===== config.mk =====
export PLATFORM = sky130hd
export DESIGN_NAME = ame_pow2_mac
export DESIGN_NICKNAME = d
export VERILOG_FILES = /design/src/rtl/ame_pkg.sv /design/src/rtl/ame_oh2exp.sv /design/src/rtl/ame_pow2_mac.sv
export SDC_FILE = /design/constraint.sdc
export NUM_CORES = 1
export LEC_CHECK = 0
export BUFFER_PORTS_ARGS = -buffer_cell sky130_fd_sc_hd__buf_2
export CAP_MARGIN = 0
export CORE_MARGIN = 4
export CORE_UTILIZATION = 35
export CTS_CLUSTER_SIZE = 14
export DETAILED_ROUTE_END_ITERATION = 16
export GPL_TIMING_DRIVEN = 1
export PLACE_DENSITY = 0.55
export SYNTH_ARGS = -nofsm -noshare
export SYNTH_HDL_FRONTEND = slang
export SYNTH_SLANG_ARGS = --single-unit

===== constraint.sdc =====
create_clock -name clk_i -period 8.7 [get_ports clk_i]
set_input_delay 1.74 -clock clk_i [delete_from_list [all_inputs] [get_ports clk_i]]
set_output_delay 1.74 -clock clk_i [all_outputs]
set_load 0.01 [all_outputs]

===== src/rtl/ame_pkg.sv =====
`default_nettype none
// ============================================================================
// Module      : ame_pkg
// Description : Shared widths, types and the saturating add helper for the
//               power-of-two approximate MAC.
// Revision    : 1.0 - initial release
// ============================================================================
package ame_pkg;

    localparam int AME_DATA_W = 8;
    localparam int AME_EXP_W  = 3;

    typedef logic [AME_EXP_W-1:0] ame_exp_t;

    typedef struct packed {
        logic sat;
        logic forced;
        logic bad;
    } ame_flag_t;

    // Adds acc + p and clamps to a signed range of 'width' bits.
    // Bit 64 of the result is the saturation indicator and bits 63:0 hold
    // the clamped sum, sign-extended.
    function automatic logic [64:0] sat_add(
        input logic signed [63:0] acc,
        input logic signed [63:0] p,
        input int                 width
    );
        logic signed [63:0] sum;
        logic signed [63:0] hi;
        logic signed [63:0] lo;
        logic        [64:0] res;
        sum = acc + p;
        hi  = (64'sd1 <<< (width - 1)) - 64'sd1;
        lo  = -(64'sd1 <<< (width - 1));
        if (sum > hi) begin
            res = {1'b1, hi};
        end else if (sum < lo) begin
            res = {1'b1, lo};
        end else begin
            res = {1'b0, sum};
        end
        return res;
    endfunction

endpackage
`default_nettype wire


===== src/rtl/ame_oh2exp.sv =====
`default_nettype none
// ============================================================================
// Module      : ame_oh2exp
// Description : One-hot operand decoder. Produces the bit index as exponent,
//               a zero flag (no bit or several bits set) and a bad flag
//               (several bits set).
// Revision    : 1.0 - initial release
// ============================================================================
module ame_oh2exp
    import ame_pkg::*;
(
    input  logic [AME_DATA_W-1:0] i_oh,
    output ame_exp_t              o_exp,
    output logic                  o_zero,
    output logic                  o_bad
);

    logic [3:0] w_pop;

    // Population count and index of the set bit (meaningful only when one-hot)
    always_comb begin
        w_pop = '0;
        o_exp = '0;
        for (int i = 0; i < AME_DATA_W; i++) begin
            if (i_oh[i]) begin
                w_pop = w_pop + 4'd1;
                o_exp = AME_EXP_W'(i);
            end
        end
    end

    assign o_zero = (w_pop != 4'd1);
    assign o_bad  = (w_pop > 4'd1);

endmodule
`default_nettype wire


===== src/rtl/ame_pow2_mac.sv =====
`default_nettype none
// ============================================================================
// Module      : ame_pow2_mac
// Description : Three-stage approximate MAC for one-hot power-of-two operands.
//               S1 decodes, S2 forms +/-2^(ea+eb), S3 accumulates a group
//               with saturation and hands one result per group downstream.
// Revision    : 1.0 - initial release
// ============================================================================
module ame_pow2_mac
    import ame_pkg::*;
#(
    parameter int ACC_W   = 24,
    parameter int MAX_LEN = 64,
    parameter int CNT_W   = 7
) (
    input  logic                  clk_i,
    input  logic                  rst_i,
    input  logic                  in_valid_i,
    output logic                  in_ready_o,
    input  logic                  in_last_i,
    input  logic [AME_DATA_W-1:0] a_oh_i,
    input  logic [AME_DATA_W-1:0] b_oh_i,
    input  logic                  neg_i,
    output logic                  out_valid_o,
    input  logic                  out_ready_i,
    output logic [ACC_W-1:0]      out_sum_o,
    output logic [CNT_W-1:0]      out_cnt_o,
    output logic [2:0]            out_flag_o
);

    localparam logic [CNT_W-1:0] C_MAX_CNT = CNT_W'(MAX_LEN);

    // ---------------- S1 decode ----------------
    ame_exp_t w_ea;
    ame_exp_t w_eb;
    logic     w_za;
    logic     w_zb;
    logic     w_bada;
    logic     w_badb;

    ame_oh2exp u_dec_a (
        .i_oh   (a_oh_i),
        .o_exp  (w_ea),
        .o_zero (w_za),
        .o_bad  (w_bada)
    );

    ame_oh2exp u_dec_b (
        .i_oh   (b_oh_i),
        .o_exp  (w_eb),
        .o_zero (w_zb),
        .o_bad  (w_badb)
    );

    logic     w_adv;
    logic     r_s1_valid;
    ame_exp_t r_s1_ea;
    ame_exp_t r_s1_eb;
    logic     r_s1_zero;
    logic     r_s1_bad;
    logic     r_s1_neg;
    logic     r_s1_last;

    // ---------------- S2 product ----------------
    logic        [3:0]  w_exp_sum;
    logic        [16:0] w_mag;
    logic signed [16:0] w_prod;
    logic               r_s2_valid;
    logic signed [16:0] r_s2_p;
    logic               r_s2_bad;
    logic               r_s2_last;

    // ---------------- S3 accumulate ----------------
    logic signed [ACC_W-1:0] r_acc;
    logic        [CNT_W-1:0] r_cnt;
    logic                    r_sat;
    logic                    r_bad;
    logic        [64:0]      w_sa;
    logic        [ACC_W-1:0] w_acc_next;
    logic        [CNT_W-1:0] w_cnt_next;
    logic                    w_full;
    logic                    w_close;
    ame_flag_t               w_flag_next;
    logic                    w_unused_hi;

    // Any stall downstream freezes every stage, so one enable drives them all
    assign in_ready_o = !out_valid_o | out_ready_i;
    assign w_adv      = in_ready_o;

    // Signed power-of-two product; a zero operand forces the product to 0
    always_comb begin
        w_exp_sum = {1'b0, r_s1_ea} + {1'b0, r_s1_eb};
        w_mag     = 17'(15'd1 << w_exp_sum);
        w_prod    = '0;
        if (!r_s1_zero) begin
            w_prod = r_s1_neg ? -w_mag : w_mag;
        end
    end

    assign w_sa        = sat_add(64'(r_acc), 64'(r_s2_p), ACC_W);
    assign w_acc_next  = w_sa[ACC_W-1:0];
    assign w_unused_hi = ^w_sa[63:ACC_W];
    assign w_cnt_next  = r_cnt + CNT_W'(1);
    assign w_full      = (w_cnt_next == C_MAX_CNT);
    assign w_close     = r_s2_valid & (r_s2_last | w_full);

    // Flags are sticky over the group and include the closing beat's own bits
    always_comb begin
        w_flag_next.sat    = w_sa[64] | r_sat;
        w_flag_next.forced = w_full & !r_s2_last;
        w_flag_next.bad    = r_bad | r_s2_bad;
    end

    // Pipeline registers, group accumulator and output register
    always_ff @(posedge clk_i) begin
        if (rst_i) begin
            r_s1_valid  <= 1'b0;
            r_s1_ea     <= '0;
            r_s1_eb     <= '0;
            r_s1_zero   <= 1'b0;
            r_s1_bad    <= 1'b0;
            r_s1_neg    <= 1'b0;
            r_s1_last   <= 1'b0;
            r_s2_valid  <= 1'b0;
            r_s2_p      <= '0;
            r_s2_bad    <= 1'b0;
            r_s2_last   <= 1'b0;
            r_acc       <= '0;
            r_cnt       <= '0;
            r_sat       <= 1'b0;
            r_bad       <= 1'b0;
            out_valid_o <= 1'b0;
            out_sum_o   <= '0;
            out_cnt_o   <= '0;
            out_flag_o  <= '0;
        end else if (w_adv) begin
            r_s1_valid <= in_valid_i;
            r_s1_ea    <= w_ea;
            r_s1_eb    <= w_eb;
            r_s1_zero  <= w_za | w_zb;
            r_s1_bad   <= w_bada | w_badb;
            r_s1_neg   <= neg_i;
            r_s1_last  <= in_last_i;

            r_s2_valid <= r_s1_valid;
            r_s2_p     <= w_prod;
            r_s2_bad   <= r_s1_bad;
            r_s2_last  <= r_s1_last;

            if (w_close) begin
                r_acc <= '0;
                r_cnt <= '0;
                r_sat <= 1'b0;
                r_bad <= 1'b0;
            end else if (r_s2_valid) begin
                r_acc <= w_acc_next;
                r_cnt <= w_cnt_next;
                r_sat <= w_flag_next.sat;
                r_bad <= w_flag_next.bad;
            end

            // Advancing means any held result was consumed, so valid follows close
            out_valid_o <= w_close;
            if (w_close) begin
                out_sum_o  <= w_acc_next;
                out_cnt_o  <= w_cnt_next;
                out_flag_o <= w_flag_next;
            end
        end
    end

endmodule
`default_nettype wire


* Word-level counts from Yosys, hierarchy flattened
Index checks and enable logic that the tools add are counted.
** Storage, ports and cells
- Register bits :: 99
- Bits in latches :: 0
- RAM bits :: 0
- Bits in read-only memories :: 0
- Input bits :: 22
- Logic and storage cells :: 100
- Memories :: 0
** Operators by class
- Add/sub/neg operators :: 18
- $mul :: 0
- Div/mod/pow operators :: 0
- Order comparisons :: 4
- Equal/unequal tests :: 3
- Shift-type cells :: 1
- Multiplexer cells :: 42
- Bitwise operators :: 8
- Reduce and logical (&&, ||, !) cells :: 5
** Operators by type and width (number)
- $mux 65 :: 2
- $mux 4 :: 14
- $add 4x1->4 const B :: 12
- $mux 24 :: 2
- $mux 17 :: 2
- $add 24x17->25 :: 1
- $gt 25x24->1 const B :: 1
- $lt 25x24->1 const B :: 1
- $mux 3 :: 8
- $neg 17->17 :: 1
- $shl 1x4->17 const A :: 1
- $mux 7 :: 2
- $gt 4x1->1 const B :: 2
- $mux 1 :: 8
- $mux 2 :: 4
- $ne 4x1->1 const B :: 2
- $add 7x1->7 const B :: 1
- $eq 7x7->1 const B :: 1
- $or 1x1->1 :: 6
- $add 1x1->2 const B :: 2
- $add 3x3->4 :: 1
- $reduce_and 2->1 :: 2
- $and 1x1->1 :: 2
- $logic_not 1->1 :: 2
- $reduce_bool 2->1 :: 1

* Depth between registers and ports, before layout
- Depth in word-level cells :: 17
- Depth in mapped cells :: 22
- Gate-level depth less buffers :: 22

* Cells and area by module
A second synthesis with hierarchy kept.
** Unflattened totals
- Cells, all modules :: 892
- Area, all modules :: 6901.6 µm²
** Modules (own cells, without submodules)
- ame_pow2_mac :: instances 1, cells each 696, area an instance 5470.2 µm²
- ame_oh2exp :: instances 2, cells each 98, area an instance 715.7 µm²

* Worst setup path after synthesis
OpenSTA, ideal clock, no wires.
- Path type :: input-to-reg
- Start point :: in a_oh_i[0]
- End point :: reg r_s1_zero
- Setup time :: 0.124 ns
- Arrival time :: 5.581 ns
- Required time :: 8.576 ns
- Slack :: 2.995 ns
- Stages :: 22
- Path buffers :: 0
- Cell sequence :: inv_1 -> ha_1 -> xor2_1 -> ha_1 -> and2_1 -> or2_2 -> ha_1 -> inv_1 -> nand2_1 -> o31a_1 -> ha_1 -> nand2_1 -> o21ai_0 -> ha_1 -> a221oi_1 -> inv_1 -> ha_1 -> nor3b_1 -> a32o_1 -> nand3_1 -> nor3_1 -> a21oi_1
** On the way
- Word-level cells in the longest chain between the ends :: 17
** Ends and longest elaborated chain
- start, declared :: line ame_pow2_mac.sv:21 : input logic [AME_DATA_W-1:0] a_oh_i,
- $mux 1 (*) :: line ame_oh2exp.sv:25 : if (i_oh[i]) begin
- $add 1x1->2 :: line ame_oh2exp.sv:26 : w_pop = w_pop + 4'd1;
- $mux 4 (*) :: line ame_oh2exp.sv:25
- $add 4x1->4 :: line ame_oh2exp.sv:26
- $mux 4 (*) :: line ame_oh2exp.sv:25
- $add 4x1->4 :: line ame_oh2exp.sv:26
- $mux 4 (*) :: line ame_oh2exp.sv:25
- $add 4x1->4 :: line ame_oh2exp.sv:26
- $mux 4 (*) :: line ame_oh2exp.sv:25
- $add 4x1->4 :: line ame_oh2exp.sv:26
- $mux 4 (*) :: line ame_oh2exp.sv:25
- $add 4x1->4 :: line ame_oh2exp.sv:26
- $mux 4 (*) :: line ame_oh2exp.sv:25
- $add 4x1->4 :: line ame_oh2exp.sv:26
- $mux 4 (*) :: line ame_oh2exp.sv:25
- $ne 4x1->1 (*) :: line ame_oh2exp.sv:32 : assign o_zero = (w_pop != 4'd1);
- $or 1x1->1 (*) :: line ame_pow2_mac.sv:140 : r_s1_zero <= w_za | w_zb;
- end signal, assigned :: line ame_pow2_mac.sv:140
- end, declared :: line ame_pow2_mac.sv:59 : logic r_s1_zero;
Mark *: on every way between the ends. The rest lies on a longest branch, timed or not.
A chain may end at the register's enable or synchronous reset.

* Final worst setup path
Ends and elaborated chain as after synthesis.

==> flow_summary.yaml <==
routing:
  drc: 0
  wl_per_cell_um: 15.19
  num_vias: 6126
  firstDrtPassIters: 6
  drtIter0Drc: 479
  vias_per_cell: 5.436
  routed_wl_um: 17120
  ant_nets: 0
floorplan:
  rows: 50
  start_util_pct: 35.56
  core_area_um2: 18640
  dieArea_um2: 21210
  die_w_um: 145.6
  fp.dieH_um: 145.6
  io_pins: 58
worst_hold_path:
  worst_hold_path.endpoint: "out_sum_o[20]"
  min_path_type: "reg -> reg"
  min_path_cells: 2
  hp-start: "out_sum_o[20]"
global_route:
  grt_pass1_vias: 5681
  track_usage_pct: 15.97
  antenna_found_initial: 0
  grt_max_degree: 51
  overflow: 0
  grt_pass1_wl_um: 28600
worst_setup_path:
  crit_path_cell_trace: "buf_2 > inv_1 > ha_1 > xor2_1 > ha_1 > and2_1 > or2_2 > ha_1 > inv_1 > nand2_1 > o31a_1 > ha_1 > nand2_1 > o21ai_0 > ha_1 > a221oi_1 > inv_1 > ha_1 > nor3b_1 > a32o_1 > nand3_1 > nor3_1 > a21oi_1"
  worstPathRequired_ns: 8.94
  r2r_start: "r_s2_p[0]"
  reg2reg_slack_ns: 5.03
  reg2reg_to: "r_acc[2]"
  endpoint_kind: "flop"
  crit_type: "in -> reg"
  cpPeakStageDelay_ns: 0.47
  cp_slowest_cell: "a221oi_1"
  crit_top_cell: "ha_1"
  start_kind: "primary input"
  reg2reg_depth: 12
  path_max_fanout: 7
  cp_data_arrival_time_ns: 6.07
cts:
  path_clk_slew_ns: 0.07
  postCtsSetupBuffers: 0
  ctsHoldBuffers: 0
  cts.path.max_buffers: 2
  ctsResizeCount: 0
  htree_levels: 3
  cts_root_buf: "clkbuf_16"
  cts.sinks: 99
  worstSkewPairLatency_ns: 0.36
  numCtsBuffers: 9
  cts_tree: "built"
timing:
  hold_viol: 0
  tns_ns: 0
  slew_viol_final: 0
  max_slew_margin_pct: 32.40
  hold_slack_ns: 0.4447
  grt_setup_unrepaired: "false"
  timing.final.crit_share_pct: 67.05
  period_minus_slack_ns: 5.833
  setup_viol: 0
  finClkSkew_ns: 0.01335
  clock.fmax_ghz: 0.1714
  worstMarginPinSlew_ns: 1.007
  finalWorstSetupSlack_ns: 2.867
logic_synthesis:
  synth_warnings: 0
  synth_ff_type: "dfxtp_1"
  syn-num-nets: 933
  synth_seq_area_share_pct: 29.90
  synth_cells: 867
  synthArstFlopShare_pct: 0
  synth_seq_cells: 99
  synth_area_um2: 6629
  postSynthAreaPerCell_um2: 7.646
  ys_types: 74
  synth_edf_count: 0
job:
  cap_violations: 0
final_layout:
  final_nets: 954
  antennaDiodeCount: 0
  fillCellCount: 1956
  final_cell_mix: "nand2_1, dfxtp_1, nor2_1"
  final_common_cell: "nand2_1"
  area_delta_synth_final_pct: 11.85
  drive_gt1_share_pct: 11.31
power_and_ir_drop:
  p_leak_nw: 3.084
  vdd_ir_drop_max_v: 0.00006960
  pwr_density_cell_nw_per_um2: 167.6
place:
  gp_congestion: 0.8531
  place_hpwl_um: 12650
  place_worst_setup_slack_ns: 2.520
  io_buffers: 57
status:
  status: "finished, final reports clean"
==> stage by stage <==
step	utilization, %	cells	power, mW	cell area, µm²
2_1_floorplan	-	867	0.7137	6629
3_5_place_dp	37.87	1111	0.7751	7061
4_1_cts	39.77	1127	1.255	7415
6_report	39.77	1127	1.243	7415
5_1_grt	39.77	1127	1.308	7415
3_3_place_gp	37.87	1111	0.7727	7061
==> report_power, final <==
part / leakage (nW) / switching [mW] / total (mW) / internal [mW]
sequential: 0.804 / 0.0129 / 0.480 / 0.467
combinational: 2.11 / 0.167 / 0.285 / 0.118
clock: 0.170 / 0.191 / 0.477 / 0.286
==> routing by layer <==
layer	share of wire (%)	up-vias	track usage [%]
met5	0	-	0
met3	2.9	21	2.336
met4	1.9	0	5.318
met2	46	108	25.66
met1	50	2863	22.09
li1	-	3134	-
==> registers in the layout, summed over array words and instances, names as in the netlist <==
signal / cells
r_s1_eb: 3
out_cnt_o: 7
out_sum_o: 24
out_flag_o: 3
r_s2_valid: 1
r_acc: 24
r_s1_ea: 3
r_s1_bad: 1
r_cnt: 7
r_s1_last: 1
r_s1_neg: 1
r_s2_p: 17
r_bad: 1
r_sat: 1
out_valid_o: 1
r_s1_valid: 1
r_s2_last: 1
r_s2_bad: 1
r_s1_zero: 1
==> layout make-up <==
class | count | area, µm² | area share (%)
sequential | 99 | 1982 | 26.73
inverter | 35 | 131.4 | 1.772
clock buffer | 9 | 225.2 | 3.037
clock inverter | 7 | 128.9 | 1.738
tap | 234 | 292.8 | 3.949
multi-input combinational | 677 | 4302 | 58.02
timing repair buffer | 66 | 352.8 | 4.759
==> worst max-delay path, delay by kind of cell <==
| family | cells | cell delay [ns] |
|---|---|---|
| XOR/XNOR | 1 | 0.18 |
| buffers and inverters | 4 | 0.30 |
| AO/OA/AOI/OAI | 5 | 0.93 |
| AND/OR/NAND/NOR | 7 | 1.09 |
| adder cells (fa/ha/maj) | 6 | 1.83 |
==> synth_stat cells (13+ instances only) <==
library cell  number  area, µm²
a21o_1            13      97.59
a22oi_1           13      97.59
xor2_1            17      148.9
a21oi_1           71      355.3
nand3_1           21      105.1
o21ai_1           13      65.06
o21ai_0           61      305.3
nor3_1            25      125.1
a31oi_1           14      87.58
clkbuf_1          46      172.7
inv_1             34      127.6
dfxtp_1           99       1982
nand2_1          108      405.4
ha_1              42      525.5
xnor2_1           31      271.5
nor2_1            91      341.6
==> kinds of logic after synthesis <==
logic type / synth area share [%]
simple gates: 21.16
compound gates: 25.41
flops: 29.90
buf+inv: 5.285
xor+xnor: 8.003
fa+ha+maj: 8.985
mux: 1.265
==> worst max path at each step <==
stage	from	end	slack (ns)	depth (start not counted)
CTS	a_oh_i[0]	r_s1_zero	2.88	23
detailed placement	a_oh_i[0]	r_s1_zero	2.52	23
finish	a_oh_i[0]	r_s1_zero	2.87	23
floorplan	a_oh_i[0]	r_s1_zero	2.99	22
global placement	a_oh_i[0]	r_s1_zero	2.69	23
global route	a_oh_i[0]	r_s1_zero	2.53	23
Power figures use the tool's default switching activity.
